==> src/rtl/fifo_test_pkg.sv <==
// Shared constants and types for the FIFO test engine: frame markers,
// command codes, status words and the controller state encoding.
package fifo_test_pkg;

    localparam logic [7:0]  FRAME_PREFIX = 8'hAA;
    localparam logic [7:0]  FRAME_SUFFIX = 8'h55;

    localparam logic [15:0] CODE_TX_GEN  = 16'hBEEF;
    localparam logic [15:0] CODE_RX_CHK  = 16'hCAFE;
    localparam logic [15:0] CODE_LED     = 16'h1ED0;
    localparam logic [15:0] CODE_LOOP    = 16'h100B;
    localparam logic [15:0] CODE_ERR_RD  = 16'hE4C7;
    localparam logic [15:0] CODE_ERR_CLR = 16'hC1EA;

    localparam logic [7:0]  STATUS_PASS  = 8'h42;
    localparam logic [7:0]  STATUS_FAIL  = 8'hEE;

    typedef enum logic [2:0] {
        CMD_WAIT,
        CMD_READ,
        CMD_PARSE,
        TX_GEN,
        RX_CHK,
        STATUS,
        LOOP_RD,
        LOOP_WR
    } state_t;

endpackage

==> src/rtl/cmd_deframer.sv <==
// Sliding-window command assembler: every received word shifts into the
// LSBs of a 64-bit register; a frame is recognised whenever the window
// holds the prefix/suffix markers. A partial frame left idle too long is
// discarded so stale bytes never combine with a later command.
module cmd_deframer
    import fifo_test_pkg::*;
#(
    parameter int DATA_W    = 8,
    parameter int TIMEOUT_W = 16
) (
    input  logic              sys_clk,
    input  logic              sys_rst_n,
    input  logic              shift_en,
    input  logic [DATA_W-1:0] word_in,
    input  logic              frame_clr,
    output logic [15:0]       code,
    output logic [31:0]       data,
    output logic              frame_valid
);

    logic [63:0]          shifter;
    logic [TIMEOUT_W-1:0] idle_cnt;

    // Shift in new words, drop consumed frames, and expire stale partial frames.
    always_ff @(posedge sys_clk or negedge sys_rst_n) begin
        if (!sys_rst_n) begin
            shifter  <= '0;
            idle_cnt <= '0;
        end else if (frame_clr) begin
            shifter  <= '0;
            idle_cnt <= '0;
        end else if (shift_en) begin
            shifter  <= {shifter[63-DATA_W:0], word_in};
            idle_cnt <= '0;
        end else if (shifter == '0) begin
            idle_cnt <= '0;
        end else if (idle_cnt == '1) begin
            shifter  <= '0;
            idle_cnt <= '0;
        end else begin
            idle_cnt <= idle_cnt + 1'b1;
        end
    end

    assign code        = shifter[55:40];
    assign data        = shifter[39:8];
    assign frame_valid = (shifter[63:56] == FRAME_PREFIX) && (shifter[7:0] == FRAME_SUFFIX);

endmodule

==> src/rtl/fifo_test_engine.sv <==
// FIFO test engine: receives framed commands from the host FIFO and runs
// pattern generation, pattern checking, loopback, LED and error-counter
// commands against the host/device FIFO pair.
module fifo_test_engine
    import fifo_test_pkg::*;
#(
    parameter int DATA_W    = 8,
    parameter int TIMEOUT_W = 16
) (
    input  logic              sys_clk,
    input  logic              sys_rst_n,
    input  logic [DATA_W-1:0] rxfifo_data,
    input  logic              rxfifo_valid,
    input  logic              rxfifo_empty,
    output logic              rxfifo_rd,
    output logic [DATA_W-1:0] txfifo_data,
    output logic              txfifo_wr,
    input  logic              txfifo_full,
    output logic              led_out,
    output logic              busy,
    output logic [15:0]       err_cnt
);

    state_t            state, state_nxt;
    logic [31:0]       n_cnt, n_nxt;
    logic [DATA_W-1:0] gold_cnt, gold_nxt;
    logic              fail_flag, fail_nxt;
    logic [15:0]       err_nxt;
    logic              led_nxt;
    logic              wr_nxt;
    logic [DATA_W-1:0] txd_nxt;
    logic              rd_req;
    logic              rd_ok;
    logic              rd_pend;
    logic              run;
    logic              frame_clr;
    logic              shift_en;
    logic              tx_accept;
    logic              rx_mismatch;
    logic [15:0]       frame_code;
    logic [31:0]       frame_data;
    logic              frame_valid;

    function automatic logic [15:0] sat_inc(input logic [15:0] v);
        return (v == 16'hFFFF) ? v : v + 16'd1;
    endfunction

    function automatic logic [DATA_W-1:0] fit_word(input logic [15:0] v);
        return DATA_W'(v);
    endfunction

    cmd_deframer #(
        .DATA_W    (DATA_W),
        .TIMEOUT_W (TIMEOUT_W)
    ) u_deframer (
        .sys_clk     (sys_clk),
        .sys_rst_n   (sys_rst_n),
        .shift_en    (shift_en),
        .word_in     (rxfifo_data),
        .frame_clr   (frame_clr),
        .code        (frame_code),
        .data        (frame_data),
        .frame_valid (frame_valid)
    );

    // Only command bytes enter the shifter; test payload words bypass it.
    assign shift_en    = (state == CMD_READ) && rxfifo_valid;
    // run gates the read strobe so nothing is requested while reset is held.
    assign rd_ok       = run && !rxfifo_empty;
    assign rxfifo_rd   = rd_req && rd_ok;
    assign tx_accept   = txfifo_wr && !txfifo_full;
    assign rx_mismatch = (rxfifo_data != gold_cnt);
    assign busy        = (state != CMD_WAIT);

    // State register.
    always_ff @(posedge sys_clk or negedge sys_rst_n) begin
        if (!sys_rst_n) begin
            state <= CMD_WAIT;
        end else begin
            state <= state_nxt;
        end
    end

    // Next-state decode plus next values of every counter and FIFO strobe.
    always_comb begin
        state_nxt = state;
        n_nxt     = n_cnt;
        gold_nxt  = gold_cnt;
        fail_nxt  = fail_flag;
        err_nxt   = err_cnt;
        led_nxt   = led_out;
        wr_nxt    = txfifo_wr;
        txd_nxt   = txfifo_data;
        rd_req    = 1'b0;
        frame_clr = 1'b0;
        case (state)
            CMD_WAIT: begin
                rd_req = 1'b1;
                if (rd_ok) state_nxt = CMD_READ;
            end
            CMD_READ: begin
                if (rxfifo_valid) state_nxt = CMD_PARSE;
            end
            CMD_PARSE: begin
                state_nxt = CMD_WAIT;
                if (frame_valid) begin
                    frame_clr = 1'b1;
                    case (frame_code)
                        CODE_TX_GEN: begin
                            n_nxt    = frame_data;
                            gold_nxt = '0;
                            txd_nxt  = '0;
                            if (frame_data != 32'd0) begin
                                wr_nxt    = 1'b1;
                                state_nxt = TX_GEN;
                            end
                        end
                        CODE_RX_CHK: begin
                            n_nxt    = frame_data;
                            gold_nxt = '0;
                            fail_nxt = 1'b0;
                            if (frame_data == 32'd0) begin
                                wr_nxt    = 1'b1;
                                txd_nxt   = DATA_W'(STATUS_PASS);
                                state_nxt = STATUS;
                            end else begin
                                state_nxt = RX_CHK;
                            end
                        end
                        CODE_LED: begin
                            led_nxt = frame_data[0];
                        end
                        CODE_LOOP: begin
                            n_nxt = frame_data;
                            if (frame_data != 32'd0) state_nxt = LOOP_RD;
                        end
                        CODE_ERR_RD: begin
                            wr_nxt    = 1'b1;
                            txd_nxt   = fit_word(err_cnt);
                            state_nxt = STATUS;
                        end
                        CODE_ERR_CLR: begin
                            err_nxt = 16'd0;
                        end
                        default: begin
                            err_nxt = sat_inc(err_cnt);
                        end
                    endcase
                end
            end
            TX_GEN: begin
                if (tx_accept) begin
                    n_nxt    = n_cnt - 32'd1;
                    gold_nxt = gold_cnt + 1'b1;
                    txd_nxt  = gold_cnt + 1'b1;
                    if (n_cnt == 32'd1) begin
                        wr_nxt    = 1'b0;
                        state_nxt = CMD_WAIT;
                    end
                end
            end
            RX_CHK: begin
                rd_req = !rd_pend;
                if (rxfifo_valid) begin
                    n_nxt    = n_cnt - 32'd1;
                    gold_nxt = gold_cnt + 1'b1;
                    if (rx_mismatch) begin
                        err_nxt  = sat_inc(err_cnt);
                        fail_nxt = 1'b1;
                    end
                    if (n_cnt == 32'd1) begin
                        wr_nxt    = 1'b1;
                        txd_nxt   = (fail_flag || rx_mismatch) ? DATA_W'(STATUS_FAIL)
                                                               : DATA_W'(STATUS_PASS);
                        state_nxt = STATUS;
                    end
                end
            end
            STATUS: begin
                if (tx_accept) begin
                    wr_nxt    = 1'b0;
                    state_nxt = CMD_WAIT;
                end
            end
            LOOP_RD: begin
                rd_req = !rd_pend;
                if (rxfifo_valid) begin
                    txd_nxt   = rxfifo_data;
                    wr_nxt    = 1'b1;
                    state_nxt = LOOP_WR;
                end
            end
            LOOP_WR: begin
                if (tx_accept) begin
                    wr_nxt    = 1'b0;
                    n_nxt     = n_cnt - 32'd1;
                    state_nxt = (n_cnt == 32'd1) ? CMD_WAIT : LOOP_RD;
                end
            end
            default: begin
                state_nxt = CMD_WAIT;
            end
        endcase
    end

    // Counters, flags and registered FIFO outputs.
    always_ff @(posedge sys_clk or negedge sys_rst_n) begin
        if (!sys_rst_n) begin
            run         <= 1'b0;
            rd_pend     <= 1'b0;
            n_cnt       <= '0;
            gold_cnt    <= '0;
            fail_flag   <= 1'b0;
            err_cnt     <= '0;
            led_out     <= 1'b0;
            txfifo_wr   <= 1'b0;
            txfifo_data <= '0;
        end else begin
            run         <= 1'b1;
            rd_pend     <= rxfifo_rd;
            n_cnt       <= n_nxt;
            gold_cnt    <= gold_nxt;
            fail_flag   <= fail_nxt;
            err_cnt     <= err_nxt;
            led_out     <= led_nxt;
            txfifo_wr   <= wr_nxt;
            txfifo_data <= txd_nxt;
        end
    end

endmodule

==> config.mk <==
export PLATFORM = sky130hd
export DESIGN_NAME = fifo_test_engine
export DESIGN_NICKNAME = d
export VERILOG_FILES = /design/src/rtl/fifo_test_pkg.sv /design/src/rtl/cmd_deframer.sv /design/src/rtl/fifo_test_engine.sv
export SDC_FILE = /design/constraint.sdc
export NUM_CORES = 1
export LEC_CHECK = 0
export CAP_MARGIN = 20
export CORE_ASPECT_RATIO = 0.5
export CORE_UTILIZATION = 60
export DETAILED_ROUTE_END_ITERATION = 7
export GPL_TIMING_DRIVEN = 0
export PLACE_DENSITY = 0.8
export SYNTH_ARGS = -nofsm -noshare
export SYNTH_HDL_FRONTEND = slang
export SYNTH_SLANG_ARGS = --single-unit
export TNS_END_PERCENT = 50
==> constraint.sdc <==
create_clock -name sys_clk -period 7.82 [get_ports sys_clk]
set_clock_uncertainty 0.1 [all_clocks]
set_input_delay 1.173 -clock sys_clk [delete_from_list [all_inputs] [get_ports sys_clk]]
set_output_delay 1.173 -clock sys_clk [all_outputs]
set_load 0.02 [all_outputs]
==> metrics.txt, run 1 <==
core box area=about 13,000 um2; DP HPWL=between 10,000 and 15,000 um; Post-Syn Area per Cell=around 9.4 um2; TritonCTS clock tree=built; htree depth=4; top cell type's share of synthesized area=0.4848; vias in the first global route=around 6,700; Tcrit/Tclk final=0.5497; drt total wl=roughly 21,000 um; slowest CP cell=clkdlybuf4s50_1; Synth area leader=dfrtp_1; drt drc=0; drt pass-1 iters=7; RSZ-0062 raised after global routing=false; pin count of the biggest net entering global routing=~110; CP max stage delay=0.72 ns; GRT Total Usage=0.3204; PortBufs=40; Critical Path AT=3.03 ns; outcome=finished clean; Max clock buf depth=2; kind of critical path=in2out; WL/cell=roughly 19 um; # IOs=41; Setup Buffers After CTS=0; Post-Syn Instances=roughly 840; worst hold margin=0.3997 ns; CP Cell Sequence=clkdlybuf4s50_1, nand2b_1, a2111oi_0, clkdlybuf4s50_1; die footprint=roughly 14,000 um2; syn_nets=between 800 and 900; Peak VDD IR=0.2145 mV; Synth Area in Adders=0.007973; vias per cell=6.605; post_cts resized=0; # placed instances=around 1,000; relative slew slack=0.2640; vias=7,133; Fin. Hold Viols=0; Initial DRC Count=approximately 680; Overflow after GRT=0; pwr dens=214.9 nW/um2; required time of the worst setup path=approximately 6.6 ns; initial core utilization=0.6178; first-pass GRT wire length=~34,000 um; Routed Antenna Nets=0; Slew @ Worst Pin=1.096 ns; Yosys Warn Count=0; Synth Area in Compound Gates=0.2146; post-layout util=0.7118; clock root cell=clkbuf_16; power after layout=~1.9 mW; crit-path most repeated cell=clkdlybuf4s50_1; mapped cell area=roughly 8000 um2; Sink Count=152; Die X=between 150 and 200 um; critical path peak fanout=2; Critical Path Source Type=input pin; clock slew at reported path FFs=around 0.060 ns; num rows=29; # diodes=0; dominant cells by area after synthesis=dfrtp_1 (48%), a22o_1 (7.4%), o21ai_0 (4.7%); mux cell area share after synthesis=0.01674; Yosys cell types=just over 60; element type at the critical path end=output pin; antenna violations before repair=0; total CTS buffers=17; hold_buf cts=0; nets=between 900 and 1,000; final cell count without fillers=roughly 1,100; die extent in y=roughly 83 um; main combinational cell family by area after synthesis=simple AND/OR/NAND/NOR gates; Max-Cap Viols=0; simple-gate share of the synthesized area=0.2150; number of synthesized flops with an enable pin=0; clock latency on the worst-skew pair=approximately 0.43 ns; Peak Freq=232.6 MHz; HP Class=reg2reg; Async S/R FF share, synth=1.000; GPL Wtd Cong=0.9167; fraction of layout cells with a size suffix above 1=0.06484; Fill cells=between 900 and 1,000; Syn-to-layout area delta=15.21%; Final min period=~4.3 ns; LEAKAGE=between 3 and 4 nW; register area share after synthesis=0.4848; Yosys reg bits=~150; Slew Viols, Final=0; xor/xnor share of the synthesized area=0.03237; prevailing post-synth register cell=dfrtp_1; setup violators final=0
==> layout make-up <==
cell class / instances / area [um2] / share of cell area
flip-flops and latches: 152 / 3804 / 0.4208
multi-input cells: 627 / 3822 / 0.4228
well taps: 170 / 212.7 / 0.02353
plain buffers: 41 / 156.4 / 0.01730
clock buffers: 18 / 439.2 / 0.04858
inverters: 17 / 63.81 / 0.007059
repair buffers: 41 / 429.2 / 0.04747
clock inverters: 14 / 112.6 / 0.01246
==> logic make-up after synthesis <==
kind of cell / Yosys count
buffers and inverters: 58
other: 1
adder cells (fa/ha/maj): 5
multiplexers: 12
AND/OR/NAND/NOR: 326
AO/OA/AOI/OAI: 254
flip-flops: 152
XOR/XNOR: 29
==> worst max-delay path, delay by kind of cell <==
family	cells	cell delay, ns
AO/OA/AOI/OAI	1	0.57
AND/OR/NAND/NOR	1	0.17
buffers and inverters	2	1.11
==> routing by layer <==
layer	up-vias	routed length [um]	share of wire	track usage
met5	-	0	0	0
met4	0	351	0.017	0.1111
met3	38	1694	0.082	0.07193
met2	332	9282	0.45	0.4746
met1	3505	9398	0.45	0.4648
li1	3258	-	-	-
==> per-stage QoR <==
step | setup slack (ns) | TNS (ns) | cell area [um2]
floorplan | 4.047 | 0 | 7846
global placement | -0.5175 | -75.95 | 8459
detailed placement | 3.506 | 0 | 8488
CTS | 3.506 | 0 | 9040
global route | 3.427 | 0 | 9040
finish | 3.521 | 0 | 9040
==> cell usage after synthesis (13+ instances only) <==
library cell	count
nor4_1	30
inv_1	16
nor2_1	83
dfrtp_1	152
nand3_1	35
xnor2_1	13
clkbuf_1	38
nor3_1	33
a22o_1	66
nand2_1	64
xor2_1	16
a21oi_1	51
o21ai_0	74
==> final timing paths <==
check	endpoint	from	depth (start not counted)	slack (ns)
worst max-delay path	rxfifo_rd	rxfifo_empty	4	3.52
worst min-delay path	u_deframer.shifter[56]	u_deframer.shifter[56]	2	0.40
worst max register to register	n_cnt[30]	n_cnt[0]	10	4.30
worst min register to register	u_deframer.shifter[56]	u_deframer.shifter[56]	2	0.40
max in group asynchronous	u_deframer.shifter[2]	sys_rst_n	2	6.19
min in group asynchronous	u_deframer.idle_cnt[10]	sys_rst_n	1	0.58
==> registers in the layout (all words and copies together) (netlist names) <==
signal / flops
txfifo_data: 8
fail_flag: 1
u_deframer.shifter: 64
led_out: 1
txfifo_wr: 1
rd_pend: 1
n_cnt: 32
u_deframer.idle_cnt: 16
gold_cnt: 8
run: 1
state: 3
err_cnt: 16
==> placed cells by master, fill, tap and decap left out, types with 33 or more instances in the layout <==
master	count
dfrtp_1	152
nor2_1	83
o21ai_0	74
a22o_1	66
nand2_1	64
a21oi_1	51
clkdlybuf4s50_1	39
clkbuf_1	38
nand3_1	35
nor3_1	33
==> power by group <==
group	switching (mW)	internal, mW	total [mW]
clock	0.365	0.423	0.787
combinational	0.136	0.108	0.244
sequential	0.0752	0.836	0.911
total	0.576	1.37	1.94
No activity file was read; power rests on OpenSTA's default activity.
==> run 2: changes to the inputs <==
==> constraint.sdc (replaced) <==
create_clock -name sys_clk -period 4.2 [get_ports sys_clk]
set_clock_uncertainty 0.1 [all_clocks]
set_input_delay 0.63 -clock sys_clk [delete_from_list [all_inputs] [get_ports sys_clk]]
set_output_delay 0.63 -clock sys_clk [all_outputs]
set_load 0.02 [all_outputs]
==> results of run 2 <==
The final DEF is identical to that of run 1. Status: finished clean.
Among the figures that moved: setup slack after placement 3.506 ns -> 0.7695 ns; clock-pin slew on the worst setup and hold paths 0.06 ns -> 0.07 ns; setup slack after layout 3.521 ns -> 0.6845 ns; hold slack 0.3997 ns -> 0.03393 ns; start point of the critical path rxfifo_empty -> n_cnt[0]; end point of the critical path rxfifo_rd -> n_cnt[30]; register-to-register setup slack 4.30 ns -> 0.68 ns; total power 1.942 mW -> 3.616 mW; worst IR drop on VDD 0.2145 mV -> 0.3993 mV
==> run 3: changes to the inputs <==
--- a/config.mk
+++ b/config.mk
@@ -7,10 +7,10 @@
 export LEC_CHECK = 0
 export CAP_MARGIN = 20
 export CORE_ASPECT_RATIO = 0.5
-export CORE_UTILIZATION = 60
+export CORE_UTILIZATION = 55
 export DETAILED_ROUTE_END_ITERATION = 7
 export GPL_TIMING_DRIVEN = 0
-export PLACE_DENSITY = 0.8
+export PLACE_DENSITY = 0.77
 export SYNTH_ARGS = -nofsm -noshare
 export SYNTH_HDL_FRONTEND = slang
 export SYNTH_SLANG_ARGS = --single-unit
==> constraint.sdc (replaced) <==
create_clock -name sys_clk -period 3.1 [get_ports sys_clk]
set_clock_uncertainty 0.1 [all_clocks]
set_input_delay 0.465 -clock sys_clk [delete_from_list [all_inputs] [get_ports sys_clk]]
set_output_delay 0.465 -clock sys_clk [all_outputs]
set_load 0.02 [all_outputs]
==> metrics.txt, run 3 (same netlist as run 1, synthesis figures left out) <==
outcome=finished clean; CP max stage delay=~0.57 ns; Peak Freq=about 330 MHz; Final min period=between 3 and 4 ns; RSZ-0062 raised after global routing=false; PortBufs=40 (unchanged); Routed Antenna Nets=0 (unchanged); setup violators final=0 (unchanged); clock latency on the worst-skew pair=0.42 ns (about the same); most common cell after layout, fill and taps aside=dfrtp_1; Die X=170.9 um (+4.4%); CP Cell Sequence=nand3b_1, or3_4, nor4_2, nor4_1, a21oi_1, a21boi_4, buf_12, mux2_2; Largest register FFs=64 (unchanged); most frequent cells in the layout=dfrtp_1 (152), nor2_1 (82), o21ai_0 (74); vias in the first global route=6,546 (-1.8%); Tcrit/Tclk final=0.9763; vias=7,158 (+0.35%); dpl cell area=8516 um2 (+0.32%); Peak VDD IR=around 0.36 mV; setup TNS=0 ns (unchanged); GRT Total Usage=0.3040 (-0.01635); clock root cell=clkbuf_16; vias per cell=6.472 (-2.0%); initial core utilization=0.5711 (-0.04670); fraction of layout cells with a size suffix above 1=0.09519 (+0.03035); Fin. Hold Viols=0 (unchanged); Largest regs=u_deframer.shifter: 64 flops, n_cnt: 32 flops; Slew @ Worst Pin=0.7709 ns (-0.3246 ns); Critical Path Source Type=flip-flop; relative slew slack=0.4813 (+0.2173); TritonCTS clock tree=built; element type at the critical path end=flip-flop; num rows=30 (+3.4%); die extent in y=86.46 um (+4.3%); Overflow after GRT=0 (unchanged); nets=919 (+0.44%); fin worst setup slack=0.07361 ns; antenna violations before repair=0 (unchanged); Critical Path AT=roughly 3.2 ns; # IOs=41 (unchanged); kind of critical path=reg2reg; drt drc=0 (unchanged); # placed instances=1,070 (+2.1%); total CTS buffers=17 (unchanged); Top delay family on crit path=simple AND/OR/NAND/NOR gates; htree depth=4 (unchanged); pwr dens=around 550 nW/um2; core box area=13,740 um2 (+8.2%); final cell count without fillers=1,106 (+2.4%); required time of the worst setup path=3.31 ns; design area=9329 um2 (+3.2%); LEAKAGE=3.774 nW (+2.7%); Initial DRC Count=934 (+38%); Sink Count=152 (unchanged); pin count of the biggest net entering global routing=84 (-20%); WL/cell=19.46 um (+1.4%); Max-Cap Viols=0 (unchanged); Worst Path Buf+Inv=1 (-1); drt pass-1 iters=5 (-2); Fill cells=1,079 (+14%); dpl ws=-0.4001 ns; critical path peak fanout=8; # diodes=0 (unchanged); Most flops, register=u_deframer.shifter; drt total wl=21,520 um (+3.8%); clock slew at reported path FFs=0.07 ns; HP Class=reg2reg; Syn-to-layout area delta=18.90%; first-pass GRT wire length=34,560 um (+1.1%); DP HPWL=14,720 um (+3.6%); Slew Viols, Final=0 (unchanged); Max clock buf depth=2 (unchanged); slowest CP cell=nor4_2; post-layout util=0.6791 (-0.03277); die footprint=14,780 um2 (+8.9%); GPL Wtd Cong=0.9249 (+0.89%)
-- run 3: cell types whose count changed in the layout (fill, tap and decap cells not counted), moves of 3 or more --
cell,change
clkbuf_1,-5
nor4_2,+4
clkinv_4,+4
or3_1,-3
or3_4,+3
buf_4,+4
nor4_1,-5
inv_6,-3
-- run 3: where the power goes --
part	internal [mW]	total, mW	switching [mW]	leakage (nW)
Clock	1.26	2.13	0.874	0.297
Sequential	2.11	2.31	0.197	1.96
Combinational	0.293	0.651	0.359	1.52
-- run 3: layer usage --
layer	track usage	wire (um)	up-vias
li1	-	-	3252
met1	0.4320	9633	3552
met2	0.4787	9864	326
met3	0.06438	1787	28
met5	0	0	-
met4	0.07549	235	0
-- run 3: final timing paths --
| kind | slack (ns) | endpoint | startpoint | cells after the start |
|---|---|---|---|---|
| max in group asynchronous | 1.58 | err_cnt[15] | sys_rst_n | 3 |
| min | 0.41 | n_cnt[27] | n_cnt[27] | 2 |
| min in group asynchronous | 0.50 | n_cnt[11] | sys_rst_n | 2 |
| max | 0.07 | txfifo_data[7] | u_deframer.shifter[52] | 8 |
| min reg2reg | 0.41 | n_cnt[27] | n_cnt[27] | 2 |
| max reg2reg | 0.07 | txfifo_data[7] | u_deframer.shifter[52] | 8 |
-- run 3: worst min-delay path, stage by stage, from the launching register on --
cell and delay [ns]:
dfrtp_1 0.33, o21ai_0 0.07, o21ai_0 0.07
-- run 3: repair_timing --
action,4_1_cts,5_1_grt
endpoints found under the setup margin,93,98
endpoints found under the hold margin,59,0
pin swaps,2,2
gates resized for setup,17,16
hold buffers,1,0
setup buffers,3,2
-- run 3: metrics by stage --
stage / hold slack [ns] / total power [mW]
floorplan: 0.06941 / 2.665
global placement: 0.3827 / 2.910
detailed placement: 0.3924 / 2.943
CTS: 0.4071 / 5.080
global route: 0.4327 / 5.272
finish: 0.4067 / 5.092
-- run 3: layout make-up --
| class | count | area [um2] | area share |
|---|---|---|---|
| inverter | 17 | 63.81 | 0.006840 |
| multi-input combinational | 627 | 3971 | 0.4257 |
| sequential | 152 | 3804 | 0.4077 |
| timing repair buffer | 47 | 489.2 | 0.05244 |
| clock buffer | 20 | 466.7 | 0.05003 |
| clock inverter | 12 | 138.9 | 0.01489 |
| buffer | 39 | 155.1 | 0.01663 |
| tap | 192 | 240.2 | 0.02575 |
